<file path="src/rtl/avg_result_collector.sv">
// avg_result_collector: buffers one frame of averager results, then drains it over valid/ready with checksum and status.
module avg_result_collector #(
    parameter int DW    = 8,
    parameter int DEPTH = 120,
    parameter int AW    = 7
) (
    input  logic          clk,
    input  logic          reset,
    input  logic          in_valid,
    input  logic [DW-1:0] in_data,
    input  logic          clear,
    input  logic          rd_ready,
    output logic          rd_valid,
    output logic [DW-1:0] rd_data,
    output logic          rd_last,
    output logic          frame_done,
    output logic [15:0]   checksum,
    output logic [7:0]    frame_cnt,
    output logic          overflow
);

    typedef enum logic [1:0] {COLLECT, LOAD, DRAIN} state_t;

    state_t        state, state_nxt;
    logic [DW-1:0] mem [DEPTH];
    logic [AW-1:0] wr_ptr, rd_ptr;
    logic          wr_en, wr_last, xfer, xfer_last;

    always_comb begin
        wr_en     = (state == COLLECT) && in_valid;
        wr_last   = wr_en && (wr_ptr == AW'(DEPTH - 1));
        xfer      = (state == DRAIN) && rd_valid && rd_ready;
        xfer_last = xfer && rd_last;
        state_nxt = (state == COLLECT) ? (wr_last ? LOAD : COLLECT) :
                    (state == LOAD)    ? DRAIN :
                    (xfer_last ? COLLECT : DRAIN);
    end

    always_ff @(posedge clk or negedge reset)
        if (!reset) state <= COLLECT;
        else        state <= state_nxt;

    always_ff @(posedge clk)
        if (wr_en) mem[wr_ptr] <= in_data;

    always_ff @(posedge clk or negedge reset) begin
        if (!reset) begin
            wr_ptr     <= '0;
            rd_ptr     <= '0;
            rd_valid   <= 1'b0;
            rd_data    <= '0;
            rd_last    <= 1'b0;
            frame_done <= 1'b0;
            checksum   <= '0;
            frame_cnt  <= '0;
            overflow   <= 1'b0;
        end else begin
            frame_done <= wr_last;
            if (wr_en) begin
                checksum <= checksum + 16'(in_data);
                wr_ptr   <= wr_last ? '0 : wr_ptr + 1'b1;
            end
            if (state == LOAD) begin
                rd_data  <= mem[0];
                rd_valid <= 1'b1;
                rd_last  <= (DEPTH == 1);
                rd_ptr   <= AW'(1);
            end else if (xfer_last) begin
                rd_valid <= 1'b0;
                rd_last  <= 1'b0;
                rd_ptr   <= '0;
                checksum <= '0;
            end else if (xfer && ({1'b0, rd_ptr} < (AW+1)'(DEPTH))) begin
                rd_data <= mem[rd_ptr];
                rd_last <= (rd_ptr == AW'(DEPTH - 1));
                rd_ptr  <= rd_ptr + 1'b1;
            end
            // Bytes arriving outside COLLECT are dropped; clear beats a same-cycle set/increment
            overflow  <= clear ? 1'b0 : (overflow | (in_valid && state != COLLECT));
            frame_cnt <= clear ? '0 : frame_cnt + 8'(xfer_last);
        end
    end

endmodule

</file>
<file path="config.mk">
export PLATFORM = sky130hd
export DESIGN_NAME = avg_result_collector
export DESIGN_NICKNAME = d
export VERILOG_FILES = /design/src/rtl/avg_result_collector.sv
export SDC_FILE = /design/constraint.sdc
export NUM_CORES = 1
export LEC_CHECK = 0
export BUFFER_PORTS_ARGS = -buffer_cell sky130_fd_sc_hd__buf_2
export CAP_MARGIN = 5
export CORE_ASPECT_RATIO = 2
export CORE_MARGIN = 2
export CORE_UTILIZATION = 60
export DETAILED_ROUTE_END_ITERATION = 12
export GPL_TIMING_DRIVEN = 1
export HOLD_SLACK_MARGIN = 0.02
export PLACE_DENSITY = 0.76
export SLEW_MARGIN = 5
export SYNTH_ARGS = -nofsm -noshare
export SYNTH_HDL_FRONTEND = slang
export SYNTH_SLANG_ARGS = --single-unit
</file>
<file path="constraint.sdc">
create_clock -name clk -period 2.8 [get_ports clk]
set_input_delay 0.14 -clock clk [delete_from_list [all_inputs] [get_ports clk]]
set_output_delay 0.14 -clock clk [all_outputs]
set_load 0.05 [all_outputs]
</file>
==> impl_results.md, run 1 <==
* Worst hold path endpoint: mem[94][1]$_DFFE_PP_
* VDD IR-drop max at 0.7595 mV
* Peak Freq at 362.9 MHz
* Synth top area cells: edfxtp_1 (72%), mux4_2 (11%), dfrtp_1 (3.2%)
* Rows at 134
* Register Area at 30140 sq um
* Hold Fails Final Rpt at 0
* Drt total wl at 105.5 mm
* Vias at 22055
* Critical path arrival at 3.34 ns
* Grt ovf at 0
* Syn nets at 2081
* Setup ws final at 0.04460 ns
* Max-slew headroom at 31.45%
* Unique masters post-synth at 67
* Outcome: finished clean
* Nets at 2392
* CORE AREA at 66390 sq um
* Die Y-Extent at 369.8 um
* Ys flop type: edfxtp_1
* Via density at 6.659
* Cell taking the most area after synthesis: edfxtp_1
* P_leak at 15.37 nW
* Min-Delay Path Class: primary input to register
* Slew @ Worst Pin at 1.028 ns
* Part of the power in the clock network at 27.4%
* P_int at 0.02846 W
* H-Tree Depth at 3
* CP cell instances: buf_4, nand2b_1, buf_4, a2bb2oi_1, nand3_1, a31oi_1, a21oi_1, o221a_2, o21ai_1
* Worst hold path depth at 2
* Multi-input gate area at 9259 sq um
* Sink Count at 1012
* Seq cells post-synth at 1012
* DRT Pass-1 Iters at 6
* Critical path required time at 3.39 ns
* Top-count cell post-synth: edfxtp_1
* R2r setup slk at 0.04 ns
* Ratio of final minimum period to clock period at 98.41%
* Finish-stage setup viols at 0
* Sw power at 0.01257 W
* Top delay family on crit path: compound AO/OA/AOI/OAI gates
* Max Slew Vio Count at 0
* Mapped Area at 40130 sq um
* Layout Skew at 0.03101 ns
* Setup Slack @ Placement at -0.05736 ns
* CP startpoint: rd_ptr[3]$_DFFE_PN0P_
* Combinational power share at 31.3%
* Post-synthesis mux area share at 14.17%
* Hpwl dp at 67.17 mm
* Initial Utilization at 60.45%
* Initial antenna violation count at 6
* Crit-path slowest cell: dfrtp_2
* RSZ-0062 raised after global routing: no
* Largest net degree at the start of global routing at 120
* Area delta synth->final at 14.25%
* Drt drc at 0
* GR Util All Layers at 31.38%
* Power per standard cell area at 895.0 nW/um^2
* Synth Area in Compound Gates at 3.841%
* Worst-path maximum fanout at 24
* Commonest cells post-synth: edfxtp_1 (960), mux4_2 (203), nor2_1 (168), nand2_1 (80), mux2i_1 (79)
* Sequential power share at 41.3%
* CP Launch Type: register
* Die width at 186.9 um
* Top-area cell type share of the netlist area at 71.83%
* Simple-gate share of the synthesized area at 4.131%
* Number of synthesized flops with an enable pin at 960
* Clk buf depth at 3
* Register area share after synthesis at 75.07%
* Post-DR wirelength/cell at 31.86 um
* Number of global-route vias before repair at 22462
* FILL cells at 4140
* Synth warn at 0
* Cts bufs inserted at 83
* Worst Reg-to-Reg Cells at 9
* Sw frac at 30.63%
* Reg2reg end: rd_data[5]$_DFFE_PN0P_
* Worst Hold Launch: in_data[1]
* Avg Cell Area, Syn at 19.53 sq um
* Wire length of the first global-routing pass at 154.2 mm
* Root buf cell: clkbuf_16
* Initial drt markers at 2724
* Worst-Skew Late Latency at 0.66 ns
* XOR/XNOR Fraction of Synth Area at 0.4365%
* Adder-cell area share of the yosys netlist at 0.4240%
* Post-CTS setup buffer count at 0
* Fraction of registers with async set/reset at 5.138%
* Worst path max stage delay at 0.60 ns
* GP Congestion at 0.9489
* Register clock-pin slew on the reported worst setup and hold paths at 0.07 ns
* Die Area at 69100 sq um
* CP Capture Type: register
* Layout cells sized above 1 at 28.11%
* Number of cells produced by synthesis at 2055
* Final ANT Viol Nets at 0
* Core Util, Final at 69.06%
* MaxCap Viol Count at 0
* Fin Setup TNS at 0 ns
* I/O pin count at 49
* Worst setup path category: register to register
* Largest family of logic cells by synthesized area: multiplexers
* CP most frequent cell: buf_4
* Reg2reg start: rd_ptr[3]$_DFFE_PN0P_
* CTS tree: yes
* Min Clock Period, post-route at 2.755 ns
* CP bufs+invs at 2
* Port Buf Inserts at 48
worst max-delay path by stage:
stage | depth (start not counted) | to
6_report | 9 | rd_data[5]$_DFFE_PN0P_
5_1_grt | 10 | rd_data[4]$_DFFE_PN0P_
4_1_cts | 10 | rd_data[4]$_DFFE_PN0P_
3_5_place_dp | 8 | rd_data[2]$_DFFE_PN0P_
3_3_place_gp | 8 | rd_data[2]$_DFFE_PN0P_
2_1_floorplan | 9 | checksum[14]$_DFF_PN0_
sequential cells by signal, indices dropped and copies added, names as in the netlist:
| name | flops |
|---|---|
| checksum | 16 |
| rd_ptr | 7 |
| overflow | 1 |
| frame_done | 1 |
| frame_cnt | 8 |
| rd_data | 8 |
| state | 2 |
| rd_last | 1 |
| mem | 960 |
| rd_valid | 1 |
| wr_ptr | 7 |
power by group through the flow:
stage                     registers (W)  logic (W)  clock network, W
after floorplan                  0.0173    0.00771                 0
after global placement           0.0173     0.0123                 0
after detailed placement         0.0173     0.0125                 0
after CTS                        0.0169     0.0127            0.0113
after global routing             0.0170     0.0133            0.0119
final                            0.0170     0.0128            0.0112
through the flow:
stage                     instances  hold WS, ns  total power, W  instance area (sq um)
final                          3312      0.04020         0.04103                  45850
after global placement         3159       0.3554         0.02959                  43200
after detailed placement       3159       0.3535         0.02977                  43200
after global routing           3310      0.04128         0.04208                  45850
after floorplan                2055      -0.1556         0.02501                  40130
after CTS                      3310      0.02733         0.04096                  45830
layer usage:
layer  up-vias  global-route usage [%]  share of wire (%)
li1       8999                       -                  -
met4         6                   18.79                6.9
met5         -                       0              0.024
met2      1550                   51.49                 50
met3       338                   5.286                 10
met1     11162                   39.84                 33
cell usage in the layout, fill, tap and decap left out, drive strengths merged, types with 4 or more instances in the layout:
cell type,Yosys,layout
dlygate4sd3,0,6
mux2,10,10
o31ai,4,4
o21ai,28,28
or3,6,6
inv,8,10
o22ai,19,19
and3,8,8
o211ai,4,4
buf,80,333
nand2b,7,7
o221ai,10,10
a22oi,32,32
a22o,9,9
bufinv,0,6
nand2,80,80
clkinv,0,31
clkbuf,33,103
and2,7,7
edfxtp,960,960
dfrtp,52,52
xor2,10,10
a21o,5,5
nor2b,19,19
nor2,168,168
nand3,42,42
mux2i,79,79
a211oi,24,24
mux4,211,211
xnor2,10,10
nand4,12,12
nor3,12,12
a21oi,39,39
ha,12,12
a31oi,8,8
a221oi,13,13
area by class of cell:
type | count | share of cell area (%)
Clock inverter | 42 | 0.7832
Sequential cell | 1012 | 65.73
Antenna cell | 2 | 0.01092
Tap cell | 884 | 2.412
Inverter | 8 | 0.06549
Clock buffer | 103 | 4.808
Timing Repair Buffer | 339 | 5.993
Multi-Input combinational cell | 922 | 20.19
what timing repair did:
action / 4_1_cts / 5_1_grt
endpoints found under the hold margin: 65 / 0
hold buffers: 6 / 0
gates resized for setup: 1 / 3
endpoints found under the setup margin: 1 / 3
kinds of logic (layout without fill, tap and decap cells):
logic type,after synthesis,in the layout
AO/OA/AOI/OAI,217,217
XOR/XNOR,20,20
adder cells (fa/ha/maj),13,13
buffers and inverters,121,492
flip-flops,1012,1012
multiplexers,300,300
other,0,2
AND/OR/NAND/NOR,372,372
Power figures use the tool's default switching activity.
==> inputs of run 2 (changes only) <==
--- a/config.mk
+++ b/config.mk
@@ -7,13 +7,16 @@
 export LEC_CHECK = 0
 export BUFFER_PORTS_ARGS = -buffer_cell sky130_fd_sc_hd__buf_2
 export CAP_MARGIN = 5
+export CELL_PAD_IN_SITES_DETAIL_PLACEMENT = 1
+export CELL_PAD_IN_SITES_GLOBAL_PLACEMENT = 1
 export CORE_ASPECT_RATIO = 2
 export CORE_MARGIN = 2
 export CORE_UTILIZATION = 60
 export DETAILED_ROUTE_END_ITERATION = 12
 export GPL_TIMING_DRIVEN = 1
 export HOLD_SLACK_MARGIN = 0.02
-export PLACE_DENSITY = 0.76
+export PLACE_DENSITY_LB_ADDON = 0.1
+export SETUP_SLACK_MARGIN = 0.2
 export SLEW_MARGIN = 5
 export SYNTH_ARGS = -nofsm -noshare
 export SYNTH_HDL_FRONTEND = slang
==> constraint.sdc (replaced) <==
create_clock -name clk -period 3.2 [get_ports clk]
set_input_delay 0.16 -clock clk [delete_from_list [all_inputs] [get_ports clk]]
set_output_delay 0.16 -clock clk [all_outputs]
set_load 0.05 [all_outputs]
==> run 2 against run 1 <==
Net effect: cell count is 2.2% lower; critical path type unchanged; hold slack better by 0.033 ns; sequential power is 12% lower; non-clock buffer count is 80 lower; routed wire length is 9.1% higher; register-to-register slack better by 0.20 ns; sequential share of layout area is 0.48 points higher; cell area is 0.73% lower; first-iteration DRC count is 3.6% lower; total power is 11% lower.
==> impl_results.md, run 2 (synthesis results as in run 1) <==
* Clk buf depth at 3
* GR Util All Layers at 34.42%
* Largest net degree at the start of global routing at 121
* Port Buf Inserts at 48
* VDD IR-drop max at 0.8887 mV
* Drt total wl at 115.1 mm
* Commonest non-fill, non-tap cell in the layout: edfxtp_1
* Initial drt markers at 2625
* Root buf cell: clkbuf_16
* Worst-Skew Late Latency at 0.67 ns
* Power per standard cell area at 805.1 nW/um^2
* Nets at 2315
* RSZ-0062 raised after global routing: no
* Top flop regs: mem: 960 flops, checksum: 16 flops
* Post-Place Cells at 3073
* Critical path arrival at 3.49 ns
* Wire length of the first global-routing pass at 167.0 mm
* Die Y-Extent at 369.8 um
* Rows at 134
* Post-route non-filler standard cell count at 3238
* CORE AREA at 66390 sq um
* Cts bufs inserted at 86
* Flip-flop count of the largest register after layout at 960
* Core Util, Final at 68.55%
* Most frequent cells in the layout: edfxtp_1 (960), mux4_2 (203), buf_4 (189)
* H-Tree Depth at 3
* Finish-stage setup viols at 0
* Outcome: finished clean
* Area delta synth->final at 13.42%
* Min Clock Period, post-route at 2.960 ns
* Peak Freq at 337.8 MHz
* Number of global-route vias before repair at 23029
* Sink Count at 1012
* Initial antenna violation count at 2
* CTS tree: yes
* Ratio of final minimum period to clock period at 92.50%
* CP most frequent cell: nand4_1
* Final ANT Viol Nets at 0
* I/O pin count at 49
* CP Capture Type: register
* Setup Slack @ Placement at -0.06399 ns
* Grt ovf at 0
* Max Slew Vio Count at 0
* Via density at 6.789
* GP Congestion at 0.9333
* Post-DR wirelength/cell at 35.55 um
* Die Area at 69100 sq um
* Layout Skew at 0.02472 ns
* Critical path required time at 3.73 ns
* WHS at 0.07363 ns
* Register clock-pin slew on the reported worst setup and hold paths at 0.07 ns
* CP cell instances: buf_4, nor2b_1, a21oi_1, nand4_1, nand4_1, o21ai_0, o21ai_1
* Crit-path slowest cell: dfrtp_2
* Hold Fails Final Rpt at 0
* Die width at 186.9 um
* CP Launch Type: register
* Hpwl dp at 74.66 mm
* Worst path max stage delay at 0.73 ns
* DRT Pass-1 Iters at 6
* Largest register by flop count: mem
* Initial Utilization at 60.45%
* Drt drc at 0
* Slew @ Worst Pin at 0.9379 ns
* Worst setup path category: register to register
* Max-slew headroom at 37.24%
* Vias at 21984
* MaxCap Viol Count at 0
* P_leak at 15.09 nW
* Min-Delay Path Class: primary input to register
* Layout cells sized above 1 at 26.22%
* Worst-path maximum fanout at 18
* Total power at 0.03665 W
* Setup ws final at 0.2399 ns
[run 2: path summary, 6_finish.rpt]
check	from	to	slack (ns)	cells after the start
setup / recovery	rd_ptr[3]$_DFFE_PN0P_	rd_data[2]$_DFFE_PN0P_	0.24	7
hold / removal	in_data[1]	mem[78][1]$_DFFE_PP_	0.07	2
setup reg to reg	rd_ptr[3]$_DFFE_PN0P_	rd_data[2]$_DFFE_PN0P_	0.24	7
hold reg to reg	checksum[9]$_DFF_PN0_	checksum[9]$_DFF_PN0_	0.53	1
max in group asynchronous	reset	rd_ptr[1]$_DFFE_PN0P_	2.19	3
min in group asynchronous	reset	frame_cnt[7]$_DFF_PN0_	0.16	2
[run 2: worst max-delay path: cells and delay by family, from the launching register on]
| kind | cells | cell delay (ns) |
|---|---|---|
| flops | 1 | 0.73 |
| simple gates | 3 | 1.03 |
| buf+inv | 1 | 0.35 |
| compound gates | 3 | 0.70 |
[run 2: per-stage QoR]
| step | cell area (sq um) | setup TNS [ns] |
|---|---|---|
| after floorplan | 40130 | 0 |
| after global placement | 42530 | -0.07439 |
| after detailed placement | 42530 | -0.06399 |
| after CTS | 45490 | 0 |
| after global routing | 45510 | 0 |
| final | 45520 | 0 |
[run 2: cell type report]
| type | count | area [sq um] |
|---|---|---|
| Clock buffer | 98 | 2261 |
| Antenna cell | 1 | 2.502 |
| Tap cell | 884 | 1106 |
| Sequential cell | 1012 | 30140 |
| Clock inverter | 54 | 566.8 |
| Inverter | 8 | 30.03 |
| Timing Repair Buffer | 259 | 2150 |
| Fill cell | 5388 | 20880 |
| Multi-Input combinational cell | 922 | 9261 |
[run 2: repair_timing]
item,4_1_cts,5_1_grt
setup endpoints to repair,3,4
hold endpoints to repair,61,0
buffers inserted,3,2
hold buffers,7,0
gates resized for setup,4,1
[run 2: routing by layer]
metal  GRT usage, %  routed length [um]  vias to the layer above
met5              0                  12                        -
met2          57.11               58200                     1195
met1          44.15               41080                    11629
met4          18.82                7171                        2
met3          5.400                8645                      299
li1               -                   -                     8859
[run 2: where the power goes]
| part | switching (W) | total, W | leakage (nW) | internal [W] |
|---|---|---|---|---|
| clock | 0.00476 | 0.0107 | 1.38 | 0.00597 |
| combinational | 0.00640 | 0.0110 | 4.41 | 0.00461 |
| sequential | 0.000307 | 0.0149 | 9.29 | 0.0146 |
| total | 0.0115 | 0.0366 | 15.1 | 0.0252 |
